## src/rtl/mem_port_arbiter.sv

```systemverilog
// rtl/mem_port_arbiter.sv - shares one memory port between instruction fetch and data memory
// Data memory has priority; a starvation counter lets fetch win a tie after STARVE_MAX dm grants.
module mem_port_arbiter #(
  parameter int ADDR_L     = 32,
  parameter int DATA_L     = 32,
  parameter int STARVE_MAX = 3
) (
  input  logic              clk,
  input  logic              rst,
  input  logic              if_req,
  input  logic [ADDR_L-1:0] if_addr,
  input  logic              if_flush,
  output logic              if_done,
  output logic [DATA_L-1:0] if_rdata,
  input  logic              dm_req,
  input  logic              dm_we,
  input  logic [ADDR_L-1:0] dm_addr,
  input  logic [DATA_L-1:0] dm_wdata,
  input  logic [1:0]        dm_len,
  output logic              dm_done,
  output logic [DATA_L-1:0] dm_rdata,
  output logic              mem_req,
  output logic              mem_we,
  output logic [ADDR_L-1:0] mem_addr,
  output logic [DATA_L-1:0] mem_wdata,
  output logic [1:0]        mem_len,
  input  logic              mem_ready,
  input  logic [DATA_L-1:0] mem_rdata
);

  typedef enum logic [1:0] {S_IDLE, S_BUSY, S_DONE} state_t;

  localparam logic [3:0] STARVE_LIM = 4'(STARVE_MAX);

  state_t            state_q, state_d;
  logic              owner_dm_q, owner_dm_d;
  logic [3:0]        starve_q, starve_d;
  logic              discard_q, discard_d;
  logic              mem_req_q, mem_req_d;
  logic              mem_we_q, mem_we_d;
  logic [ADDR_L-1:0] mem_addr_q, mem_addr_d;
  logic [DATA_L-1:0] mem_wdata_q, mem_wdata_d;
  logic [1:0]        mem_len_q, mem_len_d;
  logic              if_done_q, if_done_d;
  logic              dm_done_q, dm_done_d;
  logic [DATA_L-1:0] if_rdata_q, if_rdata_d;
  logic [DATA_L-1:0] dm_rdata_q, dm_rdata_d;

  logic if_elig, grant_if, grant_dm;

  // A flushed fetch is not eligible; fetch only wins a tie once the starve count saturates.
  assign if_elig  = if_req & ~if_flush;
  assign grant_if = if_elig & (~dm_req | (starve_q == STARVE_LIM));
  assign grant_dm = dm_req & ~grant_if;

  always_ff @(posedge clk) begin
    if (rst) begin
      state_q     <= S_IDLE;
      owner_dm_q  <= 1'b0;
      starve_q    <= '0;
      discard_q   <= 1'b0;
      mem_req_q   <= 1'b0;
      mem_we_q    <= 1'b0;
      mem_addr_q  <= '0;
      mem_wdata_q <= '0;
      mem_len_q   <= '0;
      if_done_q   <= 1'b0;
      dm_done_q   <= 1'b0;
      if_rdata_q  <= '0;
      dm_rdata_q  <= '0;
    end else begin
      state_q     <= state_d;
      owner_dm_q  <= owner_dm_d;
      starve_q    <= starve_d;
      discard_q   <= discard_d;
      mem_req_q   <= mem_req_d;
      mem_we_q    <= mem_we_d;
      mem_addr_q  <= mem_addr_d;
      mem_wdata_q <= mem_wdata_d;
      mem_len_q   <= mem_len_d;
      if_done_q   <= if_done_d;
      dm_done_q   <= dm_done_d;
      if_rdata_q  <= if_rdata_d;
      dm_rdata_q  <= dm_rdata_d;
    end
  end

  always_comb begin
    state_d = state_q;
    case (state_q)
      S_IDLE:  if (grant_if | grant_dm) state_d = S_BUSY;
      S_BUSY:  if (mem_ready) state_d = S_DONE;
      S_DONE:  state_d = S_IDLE;
      default: state_d = S_IDLE;
    endcase
  end

  always_comb begin
    owner_dm_d  = owner_dm_q;
    starve_d    = starve_q;
    discard_d   = discard_q;
    mem_req_d   = mem_req_q;
    mem_we_d    = mem_we_q;
    mem_addr_d  = mem_addr_q;
    mem_wdata_d = mem_wdata_q;
    mem_len_d   = mem_len_q;
    if_done_d   = 1'b0;
    dm_done_d   = 1'b0;
    if_rdata_d  = if_rdata_q;
    dm_rdata_d  = dm_rdata_q;
    case (state_q)
      S_IDLE: begin
        if (grant_dm) begin
          mem_req_d   = 1'b1;
          mem_we_d    = dm_we;
          mem_addr_d  = dm_addr;
          mem_wdata_d = dm_wdata;
          mem_len_d   = dm_len;
          owner_dm_d  = 1'b1;
          if (!if_req)                    starve_d = '0;
          else if (starve_q != STARVE_LIM) starve_d = starve_q + 4'd1;
        end else if (grant_if) begin
          mem_req_d   = 1'b1;
          mem_we_d    = 1'b0;
          mem_addr_d  = if_addr;
          mem_wdata_d = '0;
          mem_len_d   = 2'd3;
          owner_dm_d  = 1'b0;
          starve_d    = '0;
        end
      end
      S_BUSY: begin
        if (!owner_dm_q && if_flush) discard_d = 1'b1;
        if (mem_ready) begin
          mem_req_d = 1'b0;
          if (owner_dm_q) begin
            dm_done_d = 1'b1;
            if (!mem_we_q) dm_rdata_d = mem_rdata;
          end else if (!(discard_q | if_flush)) begin
            if_done_d  = 1'b1;
            if_rdata_d = mem_rdata;
          end
        end
      end
      S_DONE: discard_d = 1'b0;
      default: ;
    endcase
  end

  assign if_done   = if_done_q;
  assign if_rdata  = if_rdata_q;
  assign dm_done   = dm_done_q;
  assign dm_rdata  = dm_rdata_q;
  assign mem_req   = mem_req_q;
  assign mem_we    = mem_we_q;
  assign mem_addr  = mem_addr_q;
  assign mem_wdata = mem_wdata_q;
  assign mem_len   = mem_len_q;

endmodule

```

## config.mk

```make
export PLATFORM = sky130hd
export DESIGN_NAME = mem_port_arbiter
export DESIGN_NICKNAME = d
export VERILOG_FILES = /design/src/rtl/mem_port_arbiter.sv
export SDC_FILE = /design/constraint.sdc
export NUM_CORES = 1
export LEC_CHECK = 0
export BUFFER_PORTS_ARGS = -buffer_cell sky130_fd_sc_hd__clkbuf_2
export CAP_MARGIN = 15
export CORE_UTILIZATION = 41
export CTS_CLUSTER_SIZE = 25
export DETAILED_ROUTE_END_ITERATION = 8
export PLACE_DENSITY = 0.72
export SLEW_MARGIN = 10
export SYNTH_ARGS = -nofsm -noshare
export SYNTH_HDL_FRONTEND = slang
export SYNTH_SLANG_ARGS = --single-unit
```

## constraint.sdc

```tcl
create_clock -name clk -period 1.55 [get_ports clk]
set_input_delay 0.2325 -clock clk [delete_from_list [all_inputs] [get_ports clk]]
set_output_delay 0.2325 -clock clk [all_outputs]
set_load 0.05 [all_outputs]
```

Word-level counts from Yosys, hierarchy flattened. Cells that the tools add are included.

Register bits after elaboration: 142. Bits in latches: 0. Memory bits (writable): 0. Memory bits (read-only): 0. Input bits: 137. Output and inout port bits: 134. Logic and storage cells: 76. Memories kept: 0.

$add $sub $neg: 1. Multipliers: 0. Div/mod/pow operators: 0. $lt $le $gt $ge: 0. Eq/ne operators: 9. Shifts and indexed selects: 0. Muxes and demuxes: 24. Bitwise gates (word level): 14. Reductions and logical operators: 15.

Operator list (count): $mux W32 (4); $mux W4 (4); $mux W1 (9); $mux W2 (4); $not A1 Y1 (8); $reduce_and A4 Y1 (2); $ne A2 B2 Y1 const B (3); $reduce_and A2 Y1 (3); $reduce_and A3 Y1 (2); $reduce_bool A2 Y1 (3); $add A4 B1 Y4 const B (1); $eq A4 B2 Y1 const B (1); $ne A4 B2 Y1 const B (1); $pmux W1 S2 (2); $pmux W2 S2 (1); $reduce_or A4 Y1 (1); $and A1 B1 Y1 (3); $ne A3 B2 Y1 const B (1); $ne A3 B3 Y1 const B (1); $or A1 B1 Y1 (3); $reduce_or A3 Y1 (1); $eq A2 B1 Y1 const B (1); $eq A2 B2 Y1 const B (1); $logic_not A2 Y1 (1); 2 further kinds (2).

Longest topological paths before layout. Gate-level depths: netlist of the first run.

Depth in word-level cells: 8. Depth in mapped cells: 7. Depth with buffers taken out: 5.

Least setup slack after synthesis of the first run. Ideal clock, no wire load.

Path kind: register to register. Start: register starve_q[0]. End: register mem_wdata_q[10] (netlist: mem_wdata[10]). Setup time: 0.128 ns. Arrival: 1.549 ns. Required time: 1.422 ns. Path slack: -0.127 ns. Cell stages (with the launch flop): 8. Path buffers: 2. Clock period less this slack: 1.677 ns. Cells stage by stage: dfxtp_1 > ha_1 > or3b_4 > o211a_1 > buf_6 > buf_6 > a22oi_2 > nor2_1.

Longest elaborated chain between the ends: 7. Elaborated cells on any way between the ends: 8. Those cells by class: eq/ne (1); mux (1); bitwise (4); reduce/logical (2).

Ends and longest elaborated chain: from (decl) (RTL line 37) `logic [3:0] starve_q, starve_d;`; from (signal assigned) (RTL line 74) `starve_q <= starve_d;`; $eq A4 B2 Y1 * (RTL line 53) `assign grant_if = if_elig & (~dm_req | (starve_q == STARVE_LIM));`; $or A1 B1 Y1 * (RTL line 53); $and A1 B1 Y1 * (RTL line 53); $not A1 Y1 (RTL line 54) `assign grant_dm = dm_req & ~grant_if;`; $and A1 B1 Y1 (RTL line 54); $reduce_bool A2 Y1 (no source line); $reduce_and A2 Y1 (no source line); to (signal assigned) (RTL line 79) `mem_wdata_q <= mem_wdata_d;`; to (decl) (RTL line 42) `logic [DATA_L-1:0] mem_wdata_q, mem_wdata_d;`.

Every way passes the cells marked *; elsewhere a longest branch is shown, timed or not. A chain may end at the register's enable or synchronous reset.

Final worst setup path of the first run.
Start: register starve_q[1]. End: register mem_wdata_q[30] (netlist: mem_wdata[30]).

The elaborated chain is that of the path after synthesis.

==> run summary, run 1 <==
CP Launch Type: register
CP Max Fanout: 8
num rows: 41
Cell variety after synth: 42
syn avg cell area: 8.75 um2
slew margin rel.: 67.9%
vias in the first global route: 5175
Primary FF master, synth: dfxtp_1
Hold Vio Cnt, Final: 0
most frequent cells in the layout: 269 x clkbuf_2, 163 x nand2_1, 138 x dfxtp_1
H-Tree Depth: 4
WP data arrival: 2020 ps
cell count after synthesis: 630
Nets: 1041
Chip Width: 118 um
area leader, netlist: dfxtp_1
synth-to-layout area growth: 45.1%
routability cong.: 0.821
worst-margin pin slew: 482 ps
Max Cap Viol: 0
Finish-stage setup viols: 68
Post-Syn Nets: 768
worst min path class: input port to register
power density cells: 1290 mW/mm2
Max VDD drop: 0.00103 V
Final min period: 1730 ps
Leak Pwr: 3.56 nW
post-synth top area share: 51.6%
Antenna Nets Post-Route: 0
YS warnings: 0
maximum clock path buffer count: 2
Post-Syn Area: 0.00551 mm2
failing checks: negative setup slack
Final Non-Filler Cells: 1087
commonest non-fill, non-tap cell in the layout: clkbuf_2
Reg clk slew, reported paths: 60 ps
DR DRC count: 0
worst path required time: 1840 ps
Ant. Diodes: 0
worst skew pair latency: 420 ps
RSZ-0062 raised after global routing: yes
Post-synth EDFFs: 0
routed vias: 5393
initial antenna violation count: 0
largest net degree at the start of global routing: 98
CP Capture Type: register
Root Buffer: clkbuf_16
Pre-Repair DR Iteration Count: 4
outcome: finished, violations left
GR Util All Layers: 22.8%
WS Path Type: register to register
WL/cell: 14.4 um
initial drt markers: 347
fin crit share: 112%
CTS Sinks: 142
DIE HEIGHT: 118 um
post-DP HPWL: 10.8 mm
layout cells sized above 1: 43.9%
wire length of the first global-routing pass: 25.3 mm
Final Worst Setup Slack: -178 ps
Port Buffers: 270
global route overflow: 0
Fmax: 579 MHz
Cell Area, Placed: 0.00719 mm2
TritonCTS clock tree: yes
sequential area share after synthesis: 51.6%
post-DR vias/cell: 4.96
ranking of synthesized cells by area: dfxtp_1 52%, nand2_1 11%, a21oi_1 9.3%
ys async rst share: 0%
skew final: 6.07 ps
post-synthesis register bit count: 142
Placed Cells: 1053
Routed Wire Length: 15.6 mm
Slew Limit Fails: 0
Final Cell Area: 0.00799 mm2
Starting Density: 42.8%
DIE AREA: 0.0139 mm2
io pins: 271
CTS buffer count: 17
core area: 0.0129 mm2
[power breakdown]
group / leakage [nW] / internal (mW) / switching [mW]
Combinational: 2.09 / 0.625 / 1.31
Sequential: 1.16 / 3.85 / 0.119
Clock: 0.312 / 2.92 / 1.52
Total: 3.56 / 7.40 / 2.94
[cell usage after synthesis, types with 2 or more instances]
cell type    n
nor2_1      73
a22oi_1      4
clkbuf_1    17
buf_6       10
nor2b_1      3
a211oi_2     9
a22oi_2     29
a21oi_1    102
nor3b_1      2
nand2_1    164
buf_2       22
dfxtp_1    142
a211oi_1    23
nor3_2       2
[worst max-delay path, stage by stage, from the launching register on]
cell and delay [ps]:
dfxtp_2 350, ha_4 140, or3b_4 400, o211a_4 320, clkbuf_16 190, a22oi_2 140, nor2_1 50
[flip-flops by register name (all words and copies together), names as in the netlist]
signal	cells
discard_q	1
dm_done	1
dm_rdata	32
if_done	1
if_rdata	32
mem_addr	32
mem_len	2
mem_req	1
mem_wdata	32
mem_we	1
owner_dm_q	1
starve_q	4
state_q	2
[final timing paths]
| path | from | to | slack, ps | cells after the start |
|---|---|---|---|---|
| hold / removal | if_addr[31] | mem_addr[31]$_SDFFE_PP0P_ | 40 | 3 |
| setup reg to reg | starve_q[1]$_SDFFE_PP0P_ | mem_wdata[30]$_SDFFE_PP0P_ | -180 | 6 |
| setup / recovery | starve_q[1]$_SDFFE_PP0P_ | mem_wdata[30]$_SDFFE_PP0P_ | -180 | 6 |
| hold reg to reg | if_rdata[24]$_SDFFE_PP0P_ | if_rdata[24]$_SDFFE_PP0P_ | 450 | 2 |
[what timing repair did]
action / in CTS / in global routing
pin swaps: 1 / 7
setup buffers: 1 / 0
endpoints found under the setup margin: 91 / 96
gates resized for setup: 6 / 18
endpoints found under the hold margin: 0 / 0
gates cloned: 1 / 1
hold buffers: 0 / 0
[final cells by class]
cell class	count	area, um2
Clock buffer	20	457
Clock inverter	11	189
Fill cell	1135	4880
Multi-Input combinational cell	437	2490
Sequential cell	142	2850
Tap cell	172	215
Timing Repair Buffer	305	1800
[per-stage QoR]
step,setup WS (ps),TNS (ps),util (%),hold WS [ps],power [mW]
6_report,-178,-6870,62.1,37.8,10.3
5_1_grt,-226,-11040,62.1,24.9,10.8
4_1_cts,-139,-5440,61.3,21.1,10.4
3_5_place_dp,-165,-4910,55.8,446,5.92
3_3_place_gp,-126,-3460,55.8,441,5.90
2_1_floorplan,-89.9,-2670,-,368,5.32
[routing by layer]
metal  routed length [um]  vias to the layer above  GRT usage, %
li1                     -                     2675             -
met1                 6470                     2492          26.1
met2                 7820                      204          38.6
met3                 1060                       22          7.66
met4                  282                        0          9.86
met5                    0                        -             0
[logic make-up after synthesis]
| kind of cell | share of synthesized area, % |
|---|---|
| buffers and inverters | 5.40 |
| AND/OR/NAND/NOR | 19.6 |
| adder cells (fa/ha/maj) | 0.227 |
| AO/OA/AOI/OAI | 23.0 |
| multiplexers | 0.204 |
| flip-flops | 51.6 |
Note: power is estimated with default switching activity, not from simulation.
==> run 2, diff against run 1 <==
Settings changed: BUFFER_PORTS_ARGS -buffer_cell sky130_fd_sc_hd__clkbuf_2 to -buffer_cell sky130_fd_sc_hd__buf_4, SKIP_CTS_REPAIR_TIMING set to 1.
==> run 2 against run 1 <==
  * The run still ends with negative setup slack left
  * Non-clock buffer count fell by 5
  * Hold slack worse by 5.0 ps
  * Routed wire length grew 6.8%
  * Cell area is 7.0% higher
  * Worst setup slack better by 17 ps
  * Global-route usage rose by 0.56 points
  * Die area did not move
  * Maximum frequency rose by 1.0%
  * Combinational power is 9.8% higher
  * Critical endpoint is now mem_wdata[7]$_SDFFE_PP0P_
  * Largest cell class unchanged
  * Highest routed layer unchanged
==> run summary, run 2 (synthesis results as in run 1) <==
routed vias: 5473 (+1.5%)
num rows: 41 (unchanged)
GR Util All Layers: 23.4% (+0.56 points)
WL/cell: 15.4 um (+7.2%)
reg2reg start: starve_q[1]$_SDFFE_PP0P_
initial drt markers: 333 (-4.0%)
grt met3 use: 7.17% (-0.48 points)
Final min period: 1710 ps (-17.4 ps)
Max Cap Viol: 0 (unchanged)
H-Tree Depth: 4 (unchanged)
met1 Use GR: 25.7% (-0.41 points)
r2r setup slk: -160 ps (+20 ps)
global route overflow: 0 (unchanged)
largest net degree at the start of global routing: 83 (-15%)
slew margin rel.: 53.9% (-14 points)
commonest non-fill, non-tap cell in the layout: buf_4
RSZ-0062 raised after global routing: yes
Antenna Nets Post-Route: 0 (unchanged)
CP Launch Point: starve_q[1]$_SDFFE_PP0P_
Ant. Diodes: 0 (unchanged)
outcome: finished, violations left
reg2reg end: mem_wdata[7]$_SDFFE_PP0P_
vias in the first global route: 5431 (+4.9%)
WP data arrival: 1990 ps (-30 ps)
Hold Vio Cnt, Final: 0 (unchanged)
switching share of power: 29.2% (+0.79 points)
DR DRC count: 0 (unchanged)
Slowest cell on crit path: or3b_4
fin crit share: 110% (-1.1 points)
CP Capture Type: register
Slew Limit Fails: 0 (unchanged)
Nets: 1036 (-0.48%)
io pins: 271 (unchanged)
post-DP HPWL: 11.8 mm (+8.5%)
power density cells: 1200 mW/mm2 (-7.0%)
initial antenna violation count: 0 (unchanged)
Storage cell area: 0.00285 mm2 (about the same)
failing checks: negative setup slack
TritonCTS clock tree: yes
core area: 0.0129 mm2 (unchanged)
Leak Pwr: 3.69 nW (+3.6%)
DIE HEIGHT: 118 um (unchanged)
DIE AREA: 0.0139 mm2 (unchanged)
worst path required time: 1830 ps (about the same)
multi-input logic area: 0.00246 mm2 (-1.1%)
clock power share: 40.7% (-2.2 points)
Port Buffers: 270 (unchanged)
Fmax: 584 MHz (+1.0%)
Starting Density: 42.8% (unchanged)
CTS buffer count: 17 (unchanged)
setup_tns: -8750 ps (-1870 ps)
CP Launch Type: register
CTS Sinks: 142 (unchanged)
overall power: 10.3 mW (-0.54%)
Reg clk slew, reported paths: 60 ps (about the same)
WS Path Type: register to register
Flop pwr share: 38.6% (+0.2 points)
Comb pwr share: 20.6% (+1.9 points)
worst min path class: input port to register
most frequent cells in the layout: 286 x buf_4, 164 x nand2_1, 139 x dfxtp_1
Root Buffer: clkbuf_16
GRT Max-Usage Layer: met2
Chip Width: 118 um (unchanged)
Critical Path Sink: mem_wdata[7]$_SDFFE_PP0P_
Final Worst Setup Slack: -161 ps (+17.4 ps)
CP Max Fanout: 15 (+7)
worst-margin pin slew: 691 ps (+209 ps)
Pint: 7.28 mW (-1.6%)
wire length of the first global-routing pass: 26.0 mm (+2.9%)
worst skew pair latency: 420 ps (about the same)
Max VDD drop: 0.000857 V (-17%)
grt met2 use: 41.1% (+2.5 points)
pre-CTS WS: -210 ps (-45.3 ps)
synth-to-layout area growth: 55.2%
Pre-Repair DR Iteration Count: 4 (unchanged)
CP peak stage delay: 410 ps (about the same)
crit-path cells: ha_4, or3b_4, o211a_4, buf_12, a22oi_1, nor2_1
skew final: 11.9 ps (+5.86 ps)
Net Sw Power: 3.01 mW (+2.2%)
maximum clock path buffer count: 2 (unchanged)
fill count: 1081 (-4.8%)
layout cells sized above 1: 43.5% (-0.47 points)
post-DR vias/cell: 5.05 (+1.9%)
Finish-stage setup viols: 69 (+1.5%)
routability cong.: 0.895 (+9.0%)
Routed Wire Length: 16.7 mm (+6.8%)
FF-to-FF path depth: 6 (unchanged)
## run 2: cell types whose count changed in the layout (fill, tap and decap cells not counted), moves of 2 or more
cell	before	now
a211oi_1	21	19
buf_6	5	2
bufinv_16	5	3
clkbuf_2	269	0
inv_6	0	2
buf_4	19	286
nor3b_1	0	2
a211oi_2	11	13
## run 2: power groups by stage
stage | Clock [mW] | Sequential [mW] | Combinational (mW)
2_1_floorplan | 0 | 4.69 | 0.630
6_report | 4.19 | 3.98 | 2.12
3_3_place_gp | 0 | 4.04 | 2.02
5_1_grt | 4.43 | 4.00 | 2.25
3_5_place_dp | 0 | 4.05 | 2.06
4_1_cts | 4.26 | 3.97 | 2.06
## run 2: per-stage QoR
stage                     cell area [um2]  hold slack (ps)  utilization [%]  std cells
after floorplan                      5530              368                -        630
after global placement               7790              443             60.5       1048
after detailed placement             7790              450             60.5       1048
after CTS                            8400             26.6             65.3       1080
after global routing                 8550             35.7             66.4       1083
final                                8550             32.8             66.4       1083
## run 2: per-layer routing
layer	up-vias	part of all wire, %
met1	2558	40
met4	0	1.8
li1	2667	-
met3	24	7.5
met5	-	0
met2	224	51
## run 2: worst max-delay path, delay by kind of cell (launching register included)
family,cells,cell delay (ps)
AOI/OAI and AO/OA,2,450
and+or+nand+nor,2,460
DFF,1,350
adders and majority gates,1,150
buffers and inverters,1,160
## run 2: layout make-up
cell class | count | share of cell area [%]
Sequential cell | 142 | 33.3
Clock inverter | 13 | 1.90
Tap cell | 172 | 2.52
Multi-Input combinational cell | 437 | 28.8
Timing Repair Buffer | 300 | 28.2
Clock buffer | 19 | 5.30
## run 2: how the worst min path moves through the flow
stage                              startpoint                    endpoint  slack [ps]  cells past startpoint
floorplan                         dm_wdata[0]   mem_wdata[0]$_SDFFE_PP0P_         370                      2
global placement     dm_rdata[2]$_SDFFE_PP0P_    dm_rdata[2]$_SDFFE_PP0P_         440                      2
detailed placement  dm_rdata[20]$_SDFFE_PP0P_   dm_rdata[20]$_SDFFE_PP0P_         450                      2
CTS                               dm_wdata[4]   mem_wdata[4]$_SDFFE_PP0P_          30                      3
global route                     dm_wdata[28]  mem_wdata[28]$_SDFFE_PP0P_          40                      3
finish                           dm_wdata[23]  mem_wdata[23]$_SDFFE_PP0P_          30                      3
==> run 3, diff against run 2 <==
Settings changed: GPL_TIMING_DRIVEN set to 0.
==> run 3 against run 2 <==
  * The run still ends with negative setup slack left
  * Total power down 3.9%
  * Cell count up 2.8%
  * Clock power down 11%
  * Count of clock-buffer cells in the layout up 3
  * Sequential share of layout area down 1.4 points
  * Clock skew down 5.0 ps
  * Sequential power about the same
  * Non-clock buffer count up 33
  * Maximum frequency down 0.93%
  * Utilization up 3.1 points
  * Die area unchanged
==> run summary, run 3 (synthesis results as in run 1) <==
outcome: finished, violations left
failing checks: negative setup slack
DIE HEIGHT: 118 um (unchanged)
post-DP HPWL: 12.5 mm (+6.7%)
Fmax: 579 MHz (-0.93%)
WHS: 45.0 ps (+12.2 ps)
initial drt markers: 293 (-12%)
routability cong.: 0.843 (-5.8%)
Port Buffers: 269 (-0.37%)
layout cells sized above 1: 51.2% (+7.8 points)
DIE AREA: 0.0139 mm2 (unchanged)
power density cells: 1100 mW/mm2 (-8.2%)
Pre-Repair DR Iteration Count: 4 (unchanged)
WL/cell: 15.6 um (+1.0%)
Max Cap Viol: 0 (unchanged)
Antenna Nets Post-Route: 0 (unchanged)
DR DRC count: 0 (unchanged)
TritonCTS clock tree: yes
Hold Vio Cnt, Final: 0 (unchanged)
maximum clock path buffer count: 2 (unchanged)
CP Launch Type: register
Leak Pwr: 3.85 nW (+4.3%)
Final Worst Setup Slack: -177 ps (-16.0 ps)
wire length of the first global-routing pass: 26.5 mm (+1.8%)
post-DR vias/cell: 4.95 (-2.0%)
RSZ-0062 raised after global routing: yes
routed vias: 5514 (+0.75%)
largest net degree at the start of global routing: 17 (-80%)
worst path required time: 1840 ps (about the same)
WP data arrival: 2010 ps (+20 ps)
worst skew pair latency: 420 ps (about the same)
overall power: 9.89 mW (-3.9%)
vias in the first global route: 5219 (-3.9%)
Root Buffer: clkbuf_16
Starting Density: 42.8% (unchanged)
Routed Wire Length: 17.3 mm (+3.8%)
worst min path class: input port to register
GR Util All Layers: 24.0% (+0.66 points)
H-Tree Depth: 4 (unchanged)
CTS Sinks: 142 (unchanged)
fin crit share: 111% (+1.0 points)
global route overflow: 0 (unchanged)
WS Path Type: register to register
slew margin rel.: 52.8% (-1.1 points)
Chip Width: 118 um (unchanged)
most frequent cells in the layout: 277 x buf_4, 137 x dfxtp_1, 123 x nand2_1
Ant. Diodes: 0 (unchanged)
CP Capture Type: register
Max VDD drop: 0.000999 V (+17%)
synth-to-layout area growth: 62.5%
Nets: 1069 (+3.2%)
commonest non-fill, non-tap cell in the layout: buf_4
skew final: 6.91 ps (-5.02 ps)
Reg clk slew, reported paths: 60 ps (about the same)
Final min period: 1730 ps (+16.0 ps)
worst-margin pin slew: 707 ps (+16.6 ps)
CTS buffer count: 17 (unchanged)
Slew Limit Fails: 0 (unchanged)
CP Max Fanout: 10 (-5)
num rows: 41 (unchanged)
core area: 0.0129 mm2 (unchanged)
Finish-stage setup viols: 99 (+43%)
io pins: 271 (unchanged)
initial antenna violation count: 0 (unchanged)
-- run 3: final timing paths --
check                                               from                          to  slack (ps)  depth (start not counted)
worst min-delay path                        dm_wdata[21]  mem_wdata[21]$_SDFFE_PP0P_          50                          3
worst min register to register      mem_req$_SDFFE_PP0P_        mem_req$_SDFFE_PP0P_         450                          2
worst max-delay path            starve_q[0]$_SDFFE_PP0P_  mem_wdata[31]$_SDFFE_PP0P_        -180                          7
worst max register to register  starve_q[0]$_SDFFE_PP0P_  mem_wdata[31]$_SDFFE_PP0P_        -180                          7
-- run 3: cell type report --
type | instances | area, um2
fillers | 1048 | 3920
flip-flops and latches | 142 | 2850
multi-input cells | 437 | 2790
repair buffers | 283 | 2190
clock buffers | 22 | 474
plain buffers | 50 | 374
well taps | 172 | 215
clock inverters | 7 | 65.1
-- run 3: through the flow --
| stage | setup TNS [ps] | worst slack, ps | std cells | instance area, um2 | utilization, % |
|---|---|---|---|---|---|
| after floorplan | -2670 | -89.9 | 630 | 5530 | - |
| final | -11350 | -177 | 1113 | 8960 | 69.6 |
| after global routing | -18610 | -262 | 1113 | 8960 | 69.6 |
| after detailed placement | -15790 | -239 | 1071 | 7760 | 60.3 |
| after global placement | -14750 | -249 | 1071 | 7760 | 60.3 |
| after CTS | -17570 | -263 | 1100 | 8300 | 64.5 |
-- run 3: layer usage --
metal	share of wire, %	GRT usage [%]	up-vias
li1	-	-	2731
met5	0	0	-
met3	7.1	7.80	27
met1	42	28.7	2568
met4	2.1	8.81	0
met2	49	40.1	188
-- run 3: worst max-delay path, stage by stage, from the launching register on --
cell and delay [ps]:
dfxtp_4 360, ha_4 140, or3b_4 390, o211a_1 230, buf_6 140, buf_6 150
a22oi_2 110, nor2_1 50
-- run 3: power by group --
part	internal, mW	leakage [nW]	switching (mW)
Clock	2.29	0.263	1.45
Combinational	0.811	2.43	1.35
Sequential	3.85	1.16	0.132
